File: src/rtl/pll_reconfig_seq_if.sv
// Avalon-MM management bus between the PLL reconfiguration sequencer and pll_cfg.
interface pll_reconfig_seq_if;
    logic        mgmt_write;
    logic [5:0]  mgmt_address;
    logic [31:0] mgmt_writedata;
    logic        mgmt_waitrequest;

    modport master (output mgmt_write, mgmt_address, mgmt_writedata, input mgmt_waitrequest);
    modport slave  (input mgmt_write, mgmt_address, mgmt_writedata, output mgmt_waitrequest);
endinterface

File: src/rtl/pll_reconfig_seq.sv
// Reprograms the SDRAM-clock PLL via pll_cfg: frequency register writes, PLL reset pulse,
// lock wait, then an optional dynamic phase step.
module pll_reconfig_seq #(
    parameter int GAP_CYCLES   = 7,
    parameter int RST_CYCLES   = 8,
    parameter int LOCK_TIMEOUT = 1048576
) (
    input  logic                       clk,
    input  logic                       rst_n,
    input  logic                       start,
    input  logic [31:0]                cfg_m,
    input  logic [31:0]                cfg_k,
    input  logic [31:0]                cfg_c,
    input  logic [8:0]                 phase_base,
    input  logic [8:0]                 phase_target,
    input  logic                       locked,
    pll_reconfig_seq_if.master         mgmt,
    output logic                       pll_reset,
    output logic                       busy,
    output logic                       done,
    output logic                       error
);
    localparam int CW = $clog2(LOCK_TIMEOUT + GAP_CYCLES + RST_CYCLES + 1);

    typedef enum logic [2:0] {S_IDLE, S_WR, S_GAP, S_RST, S_LOCKW, S_FIN} state_t;

    // Entry <idx> of the frequency list (ph=0) or phase list (ph=1), packed as {addr, data}.
    function automatic logic [37:0] wr_entry(input logic [3:0] idx, input logic ph,
                                             input logic [31:0] m, input logic [31:0] k,
                                             input logic [31:0] c, input logic [31:0] pd);
        logic [37:0] e;
        if (ph) begin
            case (idx)
                4'd1:    e = {6'd6, pd};
                4'd2:    e = {6'd2, 32'd0};
                default: e = {6'd0, 32'd0};
            endcase
        end else begin
            case (idx)
                4'd1:    e = {6'd4, m};
                4'd2:    e = {6'd7, k};
                4'd3:    e = {6'd3, 32'h0001_0000};
                4'd4:    e = {6'd5, c};
                4'd5:    e = {6'd5, c | 32'h0004_0000};
                4'd6:    e = {6'd9, 32'd1};
                4'd7:    e = {6'd8, 32'd7};
                4'd8:    e = {6'd2, 32'd0};
                default: e = {6'd0, 32'd0};
            endcase
        end
        return e;
    endfunction

    state_t      state_q, state_d;
    logic [CW-1:0] cnt_q, cnt_d;
    logic [3:0]  idx_q, idx_d;
    logic        in_ph_q, in_ph_d;
    logic [31:0] cfg_m_q, cfg_m_d, cfg_k_q, cfg_k_d, cfg_c_q, cfg_c_d;
    logic [8:0]  base_q, base_d, tgt_q, tgt_d;
    logic        lock_s1_q, lock_s2_q;
    logic        mgmt_write_q, mgmt_write_d;
    logic [5:0]  mgmt_address_q, mgmt_address_d;
    logic [31:0] mgmt_writedata_q, mgmt_writedata_d;
    logic        pll_reset_q, pll_reset_d;
    logic        busy_q, busy_d, done_q, done_d, error_q, error_d;

    logic [9:0]  ph_diff_s, ph_mag_s;
    logic [31:0] ph_data_s;
    logic [3:0]  last_idx_s;
    logic [37:0] next_entry_s;

    // The phase word carries the magnitude, the C1 counter select and the direction bit.
    assign ph_diff_s    = {1'b0, tgt_q} - {1'b0, base_q};
    assign ph_mag_s     = ph_diff_s[9] ? (10'd0 - ph_diff_s) : ph_diff_s;
    assign ph_data_s    = 32'h0001_0000 | {22'd0, ph_mag_s} | (ph_diff_s[9] ? 32'h0020_0000 : 32'h0000_0000);
    assign last_idx_s   = in_ph_q ? 4'd2 : 4'd8;
    assign next_entry_s = wr_entry(idx_q + 4'd1, in_ph_q, cfg_m_q, cfg_k_q, cfg_c_q, ph_data_s);

    // Next-state and next-output computation for the sequencer.
    always_comb begin
        state_d          = state_q;
        cnt_d            = cnt_q;
        idx_d            = idx_q;
        in_ph_d          = in_ph_q;
        cfg_m_d          = cfg_m_q;
        cfg_k_d          = cfg_k_q;
        cfg_c_d          = cfg_c_q;
        base_d           = base_q;
        tgt_d            = tgt_q;
        mgmt_write_d     = mgmt_write_q;
        mgmt_address_d   = mgmt_address_q;
        mgmt_writedata_d = mgmt_writedata_q;
        pll_reset_d      = pll_reset_q;
        busy_d           = busy_q;
        done_d           = 1'b0;
        error_d          = error_q;
        case (state_q)
            S_IDLE: begin
                if (start) begin
                    cfg_m_d          = cfg_m;
                    cfg_k_d          = cfg_k;
                    cfg_c_d          = cfg_c;
                    base_d           = phase_base;
                    tgt_d            = phase_target;
                    busy_d           = 1'b1;
                    error_d          = 1'b0;
                    idx_d            = 4'd0;
                    in_ph_d          = 1'b0;
                    mgmt_write_d     = 1'b1;
                    mgmt_address_d   = 6'd0;
                    mgmt_writedata_d = 32'd0;
                    state_d          = S_WR;
                end else begin
                    state_d = S_IDLE;
                end
            end
            S_WR: begin
                if (mgmt_write_q && !mgmt.mgmt_waitrequest) begin
                    mgmt_write_d = 1'b0;
                    cnt_d        = '0;
                    state_d      = S_GAP;
                end else begin
                    state_d = S_WR;
                end
            end
            S_GAP: begin
                if (cnt_q == CW'(GAP_CYCLES - 1)) begin
                    cnt_d = '0;
                    if (idx_q != last_idx_s) begin
                        idx_d            = idx_q + 4'd1;
                        mgmt_write_d     = 1'b1;
                        mgmt_address_d   = next_entry_s[37:32];
                        mgmt_writedata_d = next_entry_s[31:0];
                        state_d          = S_WR;
                    end else if (in_ph_q) begin
                        state_d = S_FIN;
                    end else begin
                        pll_reset_d = 1'b1;
                        state_d     = S_RST;
                    end
                end else begin
                    cnt_d = cnt_q + CW'(1);
                end
            end
            S_RST: begin
                if (cnt_q == CW'(RST_CYCLES - 1)) begin
                    pll_reset_d = 1'b0;
                    cnt_d       = '0;
                    state_d     = S_LOCKW;
                end else begin
                    cnt_d = cnt_q + CW'(1);
                end
            end
            S_LOCKW: begin
                // A lock seen before two cycles have passed may be stale from before the reset.
                if (lock_s2_q && (cnt_q >= CW'(2))) begin
                    if (ph_diff_s == 10'd0) begin
                        state_d = S_FIN;
                    end else begin
                        in_ph_d          = 1'b1;
                        idx_d            = 4'd0;
                        mgmt_write_d     = 1'b1;
                        mgmt_address_d   = 6'd0;
                        mgmt_writedata_d = 32'd0;
                        state_d          = S_WR;
                    end
                end else if (cnt_q == CW'(LOCK_TIMEOUT - 1)) begin
                    error_d = 1'b1;
                    busy_d  = 1'b0;
                    state_d = S_IDLE;
                end else begin
                    cnt_d = cnt_q + CW'(1);
                end
            end
            S_FIN: begin
                done_d  = 1'b1;
                busy_d  = 1'b0;
                state_d = S_IDLE;
            end
            default: begin
                state_d = S_IDLE;
            end
        endcase
    end

    // State, latched configuration, lock synchroniser and registered outputs.
    always_ff @(posedge clk or negedge rst_n) begin
        if (!rst_n) begin
            state_q          <= S_IDLE;
            cnt_q            <= '0;
            idx_q            <= 4'd0;
            in_ph_q          <= 1'b0;
            cfg_m_q          <= 32'd0;
            cfg_k_q          <= 32'd0;
            cfg_c_q          <= 32'd0;
            base_q           <= 9'd0;
            tgt_q            <= 9'd0;
            lock_s1_q        <= 1'b0;
            lock_s2_q        <= 1'b0;
            mgmt_write_q     <= 1'b0;
            mgmt_address_q   <= 6'd0;
            mgmt_writedata_q <= 32'd0;
            pll_reset_q      <= 1'b0;
            busy_q           <= 1'b0;
            done_q           <= 1'b0;
            error_q          <= 1'b0;
        end else begin
            state_q          <= state_d;
            cnt_q            <= cnt_d;
            idx_q            <= idx_d;
            in_ph_q          <= in_ph_d;
            cfg_m_q          <= cfg_m_d;
            cfg_k_q          <= cfg_k_d;
            cfg_c_q          <= cfg_c_d;
            base_q           <= base_d;
            tgt_q            <= tgt_d;
            lock_s1_q        <= locked;
            lock_s2_q        <= lock_s1_q;
            mgmt_write_q     <= mgmt_write_d;
            mgmt_address_q   <= mgmt_address_d;
            mgmt_writedata_q <= mgmt_writedata_d;
            pll_reset_q      <= pll_reset_d;
            busy_q           <= busy_d;
            done_q           <= done_d;
            error_q          <= error_d;
        end
    end

    assign mgmt.mgmt_write     = mgmt_write_q;
    assign mgmt.mgmt_address   = mgmt_address_q;
    assign mgmt.mgmt_writedata = mgmt_writedata_q;
    assign pll_reset           = pll_reset_q;
    assign busy                = busy_q;
    assign done                = done_q;
    assign error               = error_q;
endmodule

File: src/flat_wrapper.sv
// flat-port wrapper written by rule: the top's interface ports become plain ports
module pll_reconfig_seq_flat 
#(
    parameter int GAP_CYCLES   = 7,
    parameter int RST_CYCLES   = 8,
    parameter int LOCK_TIMEOUT = 1048576
)
  (clk, rst_n, start, cfg_m, cfg_k, cfg_c, phase_base, phase_target, locked, pll_reset, busy, done, error, mgmt_mgmt_write, mgmt_mgmt_address, mgmt_mgmt_writedata, mgmt_mgmt_waitrequest);
  pll_reconfig_seq_if mgmt_i ();
  input  logic clk;
  input  logic rst_n;
  input  logic start;
  input  logic [31:0] cfg_m;
  input  logic [31:0] cfg_k;
  input  logic [31:0] cfg_c;
  input  logic [8:0] phase_base;
  input  logic [8:0] phase_target;
  input  logic locked;
  output logic pll_reset;
  output logic busy;
  output logic done;
  output logic error;
  output wire logic [$bits(mgmt_i.mgmt_write)-1:0] mgmt_mgmt_write;
  output wire logic [$bits(mgmt_i.mgmt_address)-1:0] mgmt_mgmt_address;
  output wire logic [$bits(mgmt_i.mgmt_writedata)-1:0] mgmt_mgmt_writedata;
  input wire logic [$bits(mgmt_i.mgmt_waitrequest)-1:0] mgmt_mgmt_waitrequest;
  assign mgmt_mgmt_write = mgmt_i.mgmt_write;
  assign mgmt_mgmt_address = mgmt_i.mgmt_address;
  assign mgmt_mgmt_writedata = mgmt_i.mgmt_writedata;
  assign mgmt_i.mgmt_waitrequest = mgmt_mgmt_waitrequest;
  pll_reconfig_seq #(.GAP_CYCLES(GAP_CYCLES), .RST_CYCLES(RST_CYCLES), .LOCK_TIMEOUT(LOCK_TIMEOUT)) u_core (.clk(clk), .rst_n(rst_n), .start(start), .cfg_m(cfg_m), .cfg_k(cfg_k), .cfg_c(cfg_c), .phase_base(phase_base), .phase_target(phase_target), .locked(locked), .mgmt(mgmt_i), .pll_reset(pll_reset), .busy(busy), .done(done), .error(error));
endmodule
File: config.mk
export PLATFORM = sky130hd
export DESIGN_NAME = pll_reconfig_seq_flat
export DESIGN_NICKNAME = d
export VERILOG_FILES = /design/src/rtl/pll_reconfig_seq_if.sv /design/src/rtl/pll_reconfig_seq.sv /design/src/flat_wrapper.sv
export SDC_FILE = /design/constraint.sdc
export NUM_CORES = 1
export LEC_CHECK = 0
export ABC_AREA = 1
export CORE_MARGIN = 4
export CORE_UTILIZATION = 51
export CTS_BUF_LIST = sky130_fd_sc_hd__clkbuf_4
export DETAILED_ROUTE_END_ITERATION = 12
export PLACE_DENSITY_LB_ADDON = 0.2
export SLEW_MARGIN = 20
export SYNTH_ARGS = -nofsm -noshare
export SYNTH_HDL_FRONTEND = slang
export SYNTH_SLANG_ARGS = --single-unit
File: constraint.sdc
create_clock -name clk -period 6.3 [get_ports clk]
set_input_delay 0.945 -clock clk [delete_from_list [all_inputs] [get_ports clk]]
set_output_delay 0.945 -clock clk [all_outputs]
set_load 0.02 [all_outputs]
# == Word level (Yosys, flattened, before mapping) ==
# Index checks and enable logic that the tools add are counted.
# totals
input_bits,119
ff_bits,188
wordCells,135
out_inout_bits,43
# op_classes
bitwise,1
addsub,4
n_reduce_logical,20
eq_ne,30
mux,61
magnitude_cmp,1
# op_table
cell,n
case mux 36 bit (8 select lines),1
2-to-1 mux 32 bit,5
2-to-1 mux 21 bit,5
case mux 32 bit (3 select lines),1
case mux 21 bit (4 select lines),1
case mux 35 bit (2 select lines),1
"== test 21 x 3 -> 1 bit, second input constant",2
2-to-1 mux 38 bit,1
bitwise OR 17 x 32 -> 32 bit,1
2-to-1 mux 6 bit,5
2-to-1 mux 4 bit,6
2-to-1 mux 22 bit,1
"adder 21 x 1 -> 21 bit, second input constant",1
"== test 21 x 20 -> 1 bit, second input constant",1
">= comparator 21 x 2 -> 1 bit, second input constant",1
2-to-1 mux 3 bit,7
case mux 6 bit (3 select lines),1
2-to-1 mux 1 bit,17
"== test 4 x 3 -> 1 bit, second input constant",4
AND reduction 4 bit,4
case mux 3 bit (5 select lines),1
"inequality test 2 x 1 -> 1 bit, second input constant",6
"inequality test 2 bit, second input constant",6
case mux 4 bit (3 select lines),1
28 further kinds,37

# == Logic depth before layout (Yosys ltp) ==
# Gate-level depths: netlist (run 1).
# depth
depth_word,9
mapped_depth,19
mapped_depth_nobuf,18

# == Least setup slack after synthesis (run 1) ==
# Ideal clock, no wire load.
# synth_timing
path_kind,reg2reg
startpoint,register u_core.base_q[0]
endpoint,register u_core.idx_q[0]
period_less_slack_ps,2387
arrival_time_ps,2268
required_ps,6181
stages_incl_launch_ff,16
setup_slack_ps,3913
path_cell_list,dfrtp_1 -> ha_1 -> fa_1 -> ha_1 -> inv_1 -> nor2_1 -> nand3_1 -> inv_1 -> nand2_1 -> nor2_1 -> nand3_1 -> nand2_2 -> buf_6 -> inv_2 -> nand2_1 -> o21ai_2
# synth_between
elab_chain_cells,4
# synth_rtl
element,line,text
from (decl),pll_reconfig_seq.sv:59,"logic [8:0] base_q, base_d, tgt_q, tgt_d;"
from (signal assigned),pll_reconfig_seq.sv:215,base_q <= base_d;
subtractor 9 x 9 -> 10 bit,pll_reconfig_seq.sv:73,"assign ph_diff_s = {1'b0, tgt_q} - {1'b0, base_q};"
zero test 10 bit,pll_reconfig_seq.sv:157,if (ph_diff_s == 10'd0) begin
inequality test 2 bit (no line),-,
AND reduction 6 bit (no line),-,
to (signal assigned),pll_reconfig_seq.sv:210,idx_q <= idx_d;
to (decl),pll_reconfig_seq.sv:56,"logic [3:0] idx_q, idx_d;"
# Every way passes these cells.
# A chain may end at the register's enable or synchronous reset.

# == Worst setup path in the final report (run 1) ==
# layout_timing
startpoint,register u_core.tgt_q[0]
endpoint,"register u_core.mgmt_writedata_q[1], in the netlist u_core.mgmt.mgmt_writedata[1]"
# layout_between
elab_chain_cells,9
elab_cells_between_ends,12
# layout_rtl
element,line,text
from (decl),pll_reconfig_seq.sv:59,
from (signal assigned),pll_reconfig_seq.sv:216,tgt_q <= tgt_d;
subtractor 9 x 9 -> 10 bit (*),pll_reconfig_seq.sv:73,
subtractor 1 x 10 -> 10 bit,pll_reconfig_seq.sv:74,assign ph_mag_s = ph_diff_s[9] ? (10'd0 - ph_diff_s) : ph_diff_s;
2-to-1 mux 10 bit,pll_reconfig_seq.sv:74,
bitwise OR 17 x 32 -> 32 bit,pll_reconfig_seq.sv:75,"assign ph_data_s = 32'h0001_0000 | {22'd0, ph_mag_s} | (ph_diff_s[9] ? 32'h0020_0000 : 32'h0000_0000);"
case mux 35 bit (2 select lines),pll_reconfig_seq.sv:33,case (idx)
2-to-1 mux 38 bit,pll_reconfig_seq.sv:32,if (ph) begin
2-to-1 mux 32 bit,pll_reconfig_seq.sv:129,if (idx_q != last_idx_s) begin
2-to-1 mux 32 bit,pll_reconfig_seq.sv:127,if (cnt_q == CW'(GAP_CYCLES - 1)) begin
case mux 32 bit (3 select lines),pll_reconfig_seq.sv:97,case (state_q)
to (signal assigned),pll_reconfig_seq.sv:221,mgmt_writedata_q <= mgmt_writedata_d;
to (decl),pll_reconfig_seq.sv:63,"logic [31:0] mgmt_writedata_q, mgmt_writedata_d;"
# Every way passes the cells marked *; elsewhere a longest branch is shown, timed or not. The select of a mux whose other input is x is not followed.

==> metrics.md, run 1 <==
| Metric | Value |
|---|---|
| Die area | approximately 0.021 mm² |
| Slowest CP cell | buf_4 |
| Rows | 50 |
| Htree depth | 4 |
| Worst r2r path cells | 16 |
| Layout cells sized above 1 | ~4.6% |
| Setup CP Type | flop to flop |
| Max incr delay on CP | approximately 0.57 ns |
| RSZ-0062 raised after global routing | no |
| Worst Setup EP | u_core.mgmt.mgmt_writedata[1]$_DFFE_PN0P_ |
| CP Launch Type | flop |
| Reg2reg end | u_core.mgmt.mgmt_writedata[1]$_DFFE_PN0P_ |
| Yosys reg bits | ~190 |
| Main flop type after synthesis | dfrtp_1 |
| DRT iter0 DRCs | around 660 |
| Synth Warn # | 0 |
| Final hold vios | 0 |
| Max-slew violation count | 0 |
| PD cells | between 150 and 200 mW/mm² |
| CP top delay family | buffers and inverters |
| Crit path depth | 16 |
| Fin crit share | 51.9% |
| Slew @ Worst Pin | between 0.8 and 0.9 ns |
| Met3 Usage GRT | 4.33% |
| Min-Delay Path Class | primary input to asynchronous set/reset pin |
| Syn Std Cell Area | around 0.0097 mm² |
| Post-synthesis sequential area ratio | between 40% and 50% |
| Status | finished clean |
| CTS clk-pin slew, worst paths | roughly 0.19 ns |
| Async SR Flop Fraction | 100% |
| Vias per cell | between 5 and 6 |
| CP Capture Type | flop |
| GRT met1 Usage | approximately 33% |
| Data required time of the worst path | 6.81 ns |
| WP data arrival | around 3.8 ns |
| Nets | approximately 1600 |
| Crit path max fanout | 70 |
| Initial antenna violation count | 1 |
| Syn Area/Cell | approximately 7.3 µm² |
| Initial core utilization | between 50% and 60% |
| Die W | approximately 150 µm |
| Yosys cell types | 42 |
| CTS tree | yes |
| Crit-path cells | inv_1, ha_1, fa_1, ha_1, inv_1, nor2_1, nand3_1, inv_1, nand2_1, nor2_1, nand3_1, nand2_2, buf_4, inv_2, nand3_1, nand2_1 |
| Quantity of hold-fixing buffers added after cts | 0 |
| Clock tree buffer depth | 2 |
| # DRC | 0 |
| Flop pwr share | roughly 57% |
| Number of synthesized flops with an enable pin | 0 |
| Detailed Routing Iterations Pass 1 | 5 |
| All-Layer GR Usage | around a quarter |
| Slew HR | between 40% and 50% |
| Gpl congestion | 0.896 |
| Reg2reg setup slack | between 3 and 4 ns |
| Post-Route Setup TNS | 0 ns |
| Final ANT Viol Nets | 0 |
| M2 GR Usage | 39.5% |
| Setup violations, final | 0 |
| Setup Skew | roughly 0.033 ns |
| Sw Pwr | 624 µW |
| Clk pwr share | ~33% |
| Root buffer cell | clkbuf_4 |
| Cell taking the most area after synthesis | dfrtp_1 |
| Final Critical Period | 3.27 ns |
| Vias in the first global route | 8425 |
| DP HPWL | ~18 mm |
| Number of port buffers | ~160 |
| Max Cap Violations | 0 |
| Reg area | roughly 0.0047 mm² |
| RR Startpoint | u_core.tgt_q[0]$_DFFE_PN0P_ |
| Critical Path Source | u_core.tgt_q[0]$_DFFE_PN0P_ |
| Post-Route WL | ~25 mm |
| Clk sinks | 186 |
| Io pins | 162 |
| Die Y-Extent | 146 µm |
| Most common cell in the netlist | nand2_1 |
| Top post-synthesis cells by area | dfrtp_1 48%, nand2_1 25%, nand3_1 4.1%, inv_1 3.4%, o21ai_0 2.8% |
| Logic pwr share | roughly 10% |
| WP buf/inv | 5 |
| Num CTS Buffers | 17 |
| Post-Synthesis Cells | about 1300 |
| Net Sw Frac | 28.4% |
| Fmax | around 0.31 GHz |
| Final hold slack | 0.270 ns |
| Worst VDD drop | 0.000122 V |
| Core outline area | roughly 0.019 mm² |
| Clk_lat worst skew | about 0.63 ns |
| GR peak layer | met2 |
| Int Pwr | 1570 µW |
| Area share of the largest cell type after synthesis | 48.0% |
| GRT overflow | 0 |
| Largest net degree at the start of global routing | between 100 and 150 |
| Post-synth top cells | 640 x nand2_1, 186 x dfrtp_1, 88 x inv_1 |
| Postcts setup bufs | 0 |
| Synth-to-layout area growth | 21.4% |
| Area of the multi-input gates | 0.00445 mm² |
| First-pass GRT wire length | 42.1 mm |
| WL per Instance | 14.9 µm |
| Post_cts resized | 0 |
| Total number of vias | 8763 |
| Pleak | 0.00587 µW |
| Filler cells | around 1700 |
[routing by layer]
metal | vias to the layer above | routed length, µm
li1 | 4440 | -
met1 | 4030 | 11300
met2 | 252 | 12100
met3 | 41 | 1420
met4 | 0 | 568
met5 | - | 0
[layout by cell type (no fill, tap or decap), types with 3 or more instances in the layout]
cell	n
a31o_2	3
clkdlybuf4s50_1	158
ha_1	18
nor2_1	62
dfrtp_1	186
buf_4	9
nand2_2	4
nor4_1	4
nand4_1	14
a21oi_1	20
xor2_1	10
nor3_1	15
inv_6	4
nand3_1	79
nand2_1	640
o21ai_0	54
clkbuf_4	17
o22ai_1	4
nand3b_1	4
clkinv_8	5
inv_1	88
nor2_4	3
o21ai_1	26
a31oi_1	4
[power by group through the flow]
stage	clock network [µW]	logic (µW)	registers [µW]
after floorplan	0	102	1270
after global placement	0	219	1270
after detailed placement	0	224	1280
after CTS	729	226	1250
after global routing	780	257	1260
final	716	226	1250
[cells by family after synthesis]
group                    count (synthesis)  share of synthesized area, %
AO/OA/AOI/OAI                          121                          6.76
XOR/XNOR                                13                          1.25
other                                    1                        0.0387
buffers and inverters                  146                          6.29
flip-flops                             186                          48.0
AND/OR/NAND/NOR                        837                          35.1
adder cells (fa/ha/maj)                 19                          2.53
[registers in the layout, indices dropped and copies added, names as in the netlist, 3 cells and up]
signal / flops
u_core.cfg_c_q: 32
u_core.cfg_k_q: 32
u_core.cfg_m_q: 32
u_core.mgmt.mgmt_writedata: 32
u_core.cnt_q: 21
u_core.base_q: 9
u_core.tgt_q: 9
u_core.idx_q: 4
u_core.mgmt.mgmt_address: 4
u_core.state_q: 3
[worst min path at each step]
stage	endpoint	cells past startpoint	slack (ns)
after global routing	u_core.cnt_q[15]$_DFFE_PN0P_	1	0.26
after global placement	u_core.lock_s2_q$_DFF_PN0_	0	0.34
after detailed placement	u_core.lock_s2_q$_DFF_PN0_	0	0.33
final	u_core.cnt_q[15]$_DFFE_PN0P_	1	0.27
after floorplan	u_core.lock_s2_q$_DFF_PN0_	0	0.33
after CTS	u_core.lock_s2_q$_DFF_PN0_	0	0.37
[stage by stage]
stage               std cells  instance area [µm²]  total power, µW  setup WS [ns]  util [%]
CTS                      1705                11800             2210           3.01      62.8
global placement         1672                11400             1490           2.05      61.0
global route             1707                11800             2300           2.60      63.0
floorplan                1324                 9700             1370           3.91         -
detailed placement       1673                11400             1500           2.78      61.1
finish                   1707                11800             2200           3.03      63.0
[area by class of cell]
cell class | instances | share of cell area [%]
sequential | 186 | 39.5
multi-input combinational | 992 | 37.7
timing repair buffer | 170 | 14.5
inverter | 92 | 2.94
tap | 234 | 2.49
clock inverter | 15 | 1.69
clock buffer | 17 | 1.08
antenna | 1 | 0.0212
[worst reg2reg max path: stages (launching register included)]
cell	delay [ns]
dfrtp_1	0.36
inv_1	0.07
ha_1	0.23
fa_1	0.54
ha_1	0.15
inv_1	0.05
nor2_1	0.13
nand3_1	0.13
inv_1	0.08
nand2_1	0.06
nor2_1	0.16
nand3_1	0.15
nand2_2	0.11
buf_4	0.57
inv_2	0.20
nand3_1	0.12
nand2_1	0.06
Note: power is estimated with default switching activity, not from simulation.
==> run 2, diff against run 1 <==
--- a/config.mk
+++ b/config.mk
@@ -7,7 +7,7 @@
 export LEC_CHECK = 0
 export ABC_AREA = 1
 export CORE_MARGIN = 4
-export CORE_UTILIZATION = 51
+export CORE_UTILIZATION = 50
 export CTS_BUF_LIST = sky130_fd_sc_hd__clkbuf_4
 export DETAILED_ROUTE_END_ITERATION = 12
 export PLACE_DENSITY_LB_ADDON = 0.2
==> constraint.sdc (replaced) <==
create_clock -name clk -period 2.95 [get_ports clk]
set_input_delay 0.4425 -clock clk [delete_from_list [all_inputs] [get_ports clk]]
set_output_delay 0.4425 -clock clk [all_outputs]
set_load 0.02 [all_outputs]
==> run 2 against run 1 <==
- clock-buffer cell count stayed put
- via count grew 1.1%
- first-iteration DRC count shrank 5.0%
- worst setup slack worse by 2.8 ns
- sequential cell count is the same
- die area grew 1.9%
- largest power group unchanged
- largest cell class unchanged
- clock power grew 94%
- clock skew decreased by 0.0066 ns
==> metrics.md, run 2 (synthesis results as in run 1) <==
| Metric | Value |
|---|---|
| Fmax | 0.374 GHz (+22%) |
| Number of port buffers | 159 (unchanged) |
| DRT iter0 DRCs | 625 (-5.0%) |
| Largest net degree at the start of global routing | 127 (unchanged) |
| Final std cells w/o fill | 1750 (+2.5%) |
| Data required time of the worst path | 3.46 ns (-3.35 ns) |
| Final ANT Viol Nets | 0 (unchanged) |
| Synth-to-layout area growth | 23.3% |
| Slowest CP cell | fa_1 |
| Max Cap Violations | 0 (unchanged) |
| Root buffer cell | clkbuf_4 |
| Rows | 50 (unchanged) |
| First-pass GRT wire length | 41.5 mm (-1.4%) |
| Total number of vias | 8861 (+1.1%) |
| Clock tree buffer depth | 2 (unchanged) |
| WP buf/inv | 4 (-1) |
| Min-Delay Path Class | primary input to flop |
| Clk_lat worst skew | 0.59 ns (-0.04 ns) |
| Most frequent cells in the layout | 640 x nand2_1, 186 x dfrtp_1, 158 x clkdlybuf4s50_1 |
| Die area | 0.0217 mm² (+1.9%) |
| Nets | 1614 (+1.1%) |
| CP top delay family | adder cells |
| CTS tree | yes |
| CTS clk-pin slew, worst paths | 0.17 ns (-0.02 ns) |
| Final Critical Period | 2.67 ns (-0.599 ns) |
| Vias per cell | 5.06 (-1.4%) |
| Vias in the first global route | 8525 (+1.2%) |
| Detailed Routing Iterations Pass 1 | 6 (+1) |
| Status | finished clean |
| Pleak | 0.00595 µW (+1.3%) |
| Crit-path cells | ha_1, fa_1, ha_1, inv_1, nor2_1, nand3_1, inv_1, nand2_1, nor2_2, nand3_2, nand2_4, buf_4, clkbuf_16, nand2_1, o21ai_0 |
| Core outline area | 0.0189 mm² (+1.0%) |
| Fin crit share | 90.6% (+39 points) |
| Crit path max fanout | 26 (-63%) |
| Setup CP Type | flop to flop |
| Die W | 147 µm (+0.94%) |
| GRT overflow | 0 (unchanged) |
| Post-Route WL | 25.2 mm (-0.66%) |
| Max-slew violation count | 0 (unchanged) |
| Max incr delay on CP | 0.53 ns (-0.04 ns) |
| Placed Cells | 1712 (+2.3%) |
| Clk sinks | 186 (unchanged) |
| Htree depth | 4 (unchanged) |
| WP data arrival | 3.19 ns (-0.60 ns) |
| CP Capture Type | flop |
| CP Launch Type | flop |
| RSZ-0062 raised after global routing | no |
| Post-Route Setup TNS | 0 ns (unchanged) |
| PD cells | 380 mW/mm² (+100%) |
| All-Layer GR Usage | 23.4% (-0.74 points) |
| Io pins | 162 (unchanged) |
| Die Y-Extent | 147 µm (+0.94%) |
| Final hold vios | 0 (unchanged) |
| DP HPWL | 17.8 mm (-0.27%) |
| Num CTS Buffers | 17 (unchanged) |
| Gpl congestion | 0.873 (-2.6%) |
| Initial antenna violation count | 1 (unchanged) |
| Setup violations, final | 0 (unchanged) |
| Layout cells sized above 1 | 5.71% (+1.2 points) |
| Worst VDD drop | 0.000214 V (+75%) |
| Setup Skew | 0.0260 ns (-0.00664 ns) |
| Slew @ Worst Pin | 0.700 ns (-0.175 ns) |
| # DRC | 0 (unchanged) |
| Commonest non-fill, non-tap cell in the layout | nand2_1 |
| Initial core utilization | 51.3% (-0.52 points) |
| WL per Instance | 14.4 µm (-3.1%) |
| Slew HR | 53.4% (+12 points) |
==> run 2: cell type report <==
| class | instances | area (µm²) |
|---|---|---|
| Inverter | 92 | 347 |
| Fill cell | 1751 | 6930 |
| Tap cell | 260 | 325 |
| Timing Repair Buffer | 187 | 1890 |
| Multi-Input combinational cell | 992 | 4460 |
| Clock buffer | 17 | 128 |
| Antenna cell | 1 | 2.50 |
| Clock inverter | 15 | 158 |
| Sequential cell | 186 | 4650 |
==> run 2: worst paths after layout <==
kind                                               from                                    endpoint  slack [ns]  cells after the start
max in group asynchronous                         rst_n              u_core.cfg_m_q[18]$_DFFE_PN0P_        1.74                      3
setup / recovery           u_core.base_q[0]$_DFFE_PN0P_  u_core.mgmt.mgmt_writedata[16]$_DFFE_PN0P_        0.28                     15
hold / removal                                   locked                  u_core.lock_s1_q$_DFF_PN0_        0.29                      1
setup reg to reg           u_core.base_q[0]$_DFFE_PN0P_  u_core.mgmt.mgmt_writedata[16]$_DFFE_PN0P_        0.28                     15
min in group asynchronous                         rst_n                 u_core.cnt_q[1]$_DFFE_PN0P_        0.46                      2
hold reg to reg              u_core.lock_s1_q$_DFF_PN0_                  u_core.lock_s2_q$_DFF_PN0_        0.38                      0
==> run 2: report_power, final <==
part / internal (µW) / switching [µW]
registers: 2630 / 42.9
logic: 246 / 240
clock network: 385 / 1000
==> run 2: metrics by stage <==
step	util [%]	hold slack [ns]	total power, µW	cell area (µm²)	setup slack, ns
floorplan	-	0.147	2930	9700	0.563
global placement	61.4	0.350	3200	11600	0.304
detailed placement	61.4	0.336	3210	11600	0.225
CTS	63.0	0.250	4600	11900	0.187
global route	63.3	0.234	4780	12000	0.0178
finish	63.3	0.292	4550	12000	0.277
==> run 2: metal layers <==
layer  track usage, %  wire (µm)  vias to the layer above
met3             4.44       1510                       40
met2             37.1      11700                      280
met5                0          0                        -
met1             32.7      11500                     4068
li1                 -          -                     4473
met4             7.46        582                        0
==> run 2: what timing repair did <==
item | in CTS | in global routing
hold buffers | 1 | 0
setup buffers | 0 | 3
gates resized for setup | 0 | 3
endpoints found under the hold margin | 80 | 0
endpoints found under the setup margin | 0 | 36
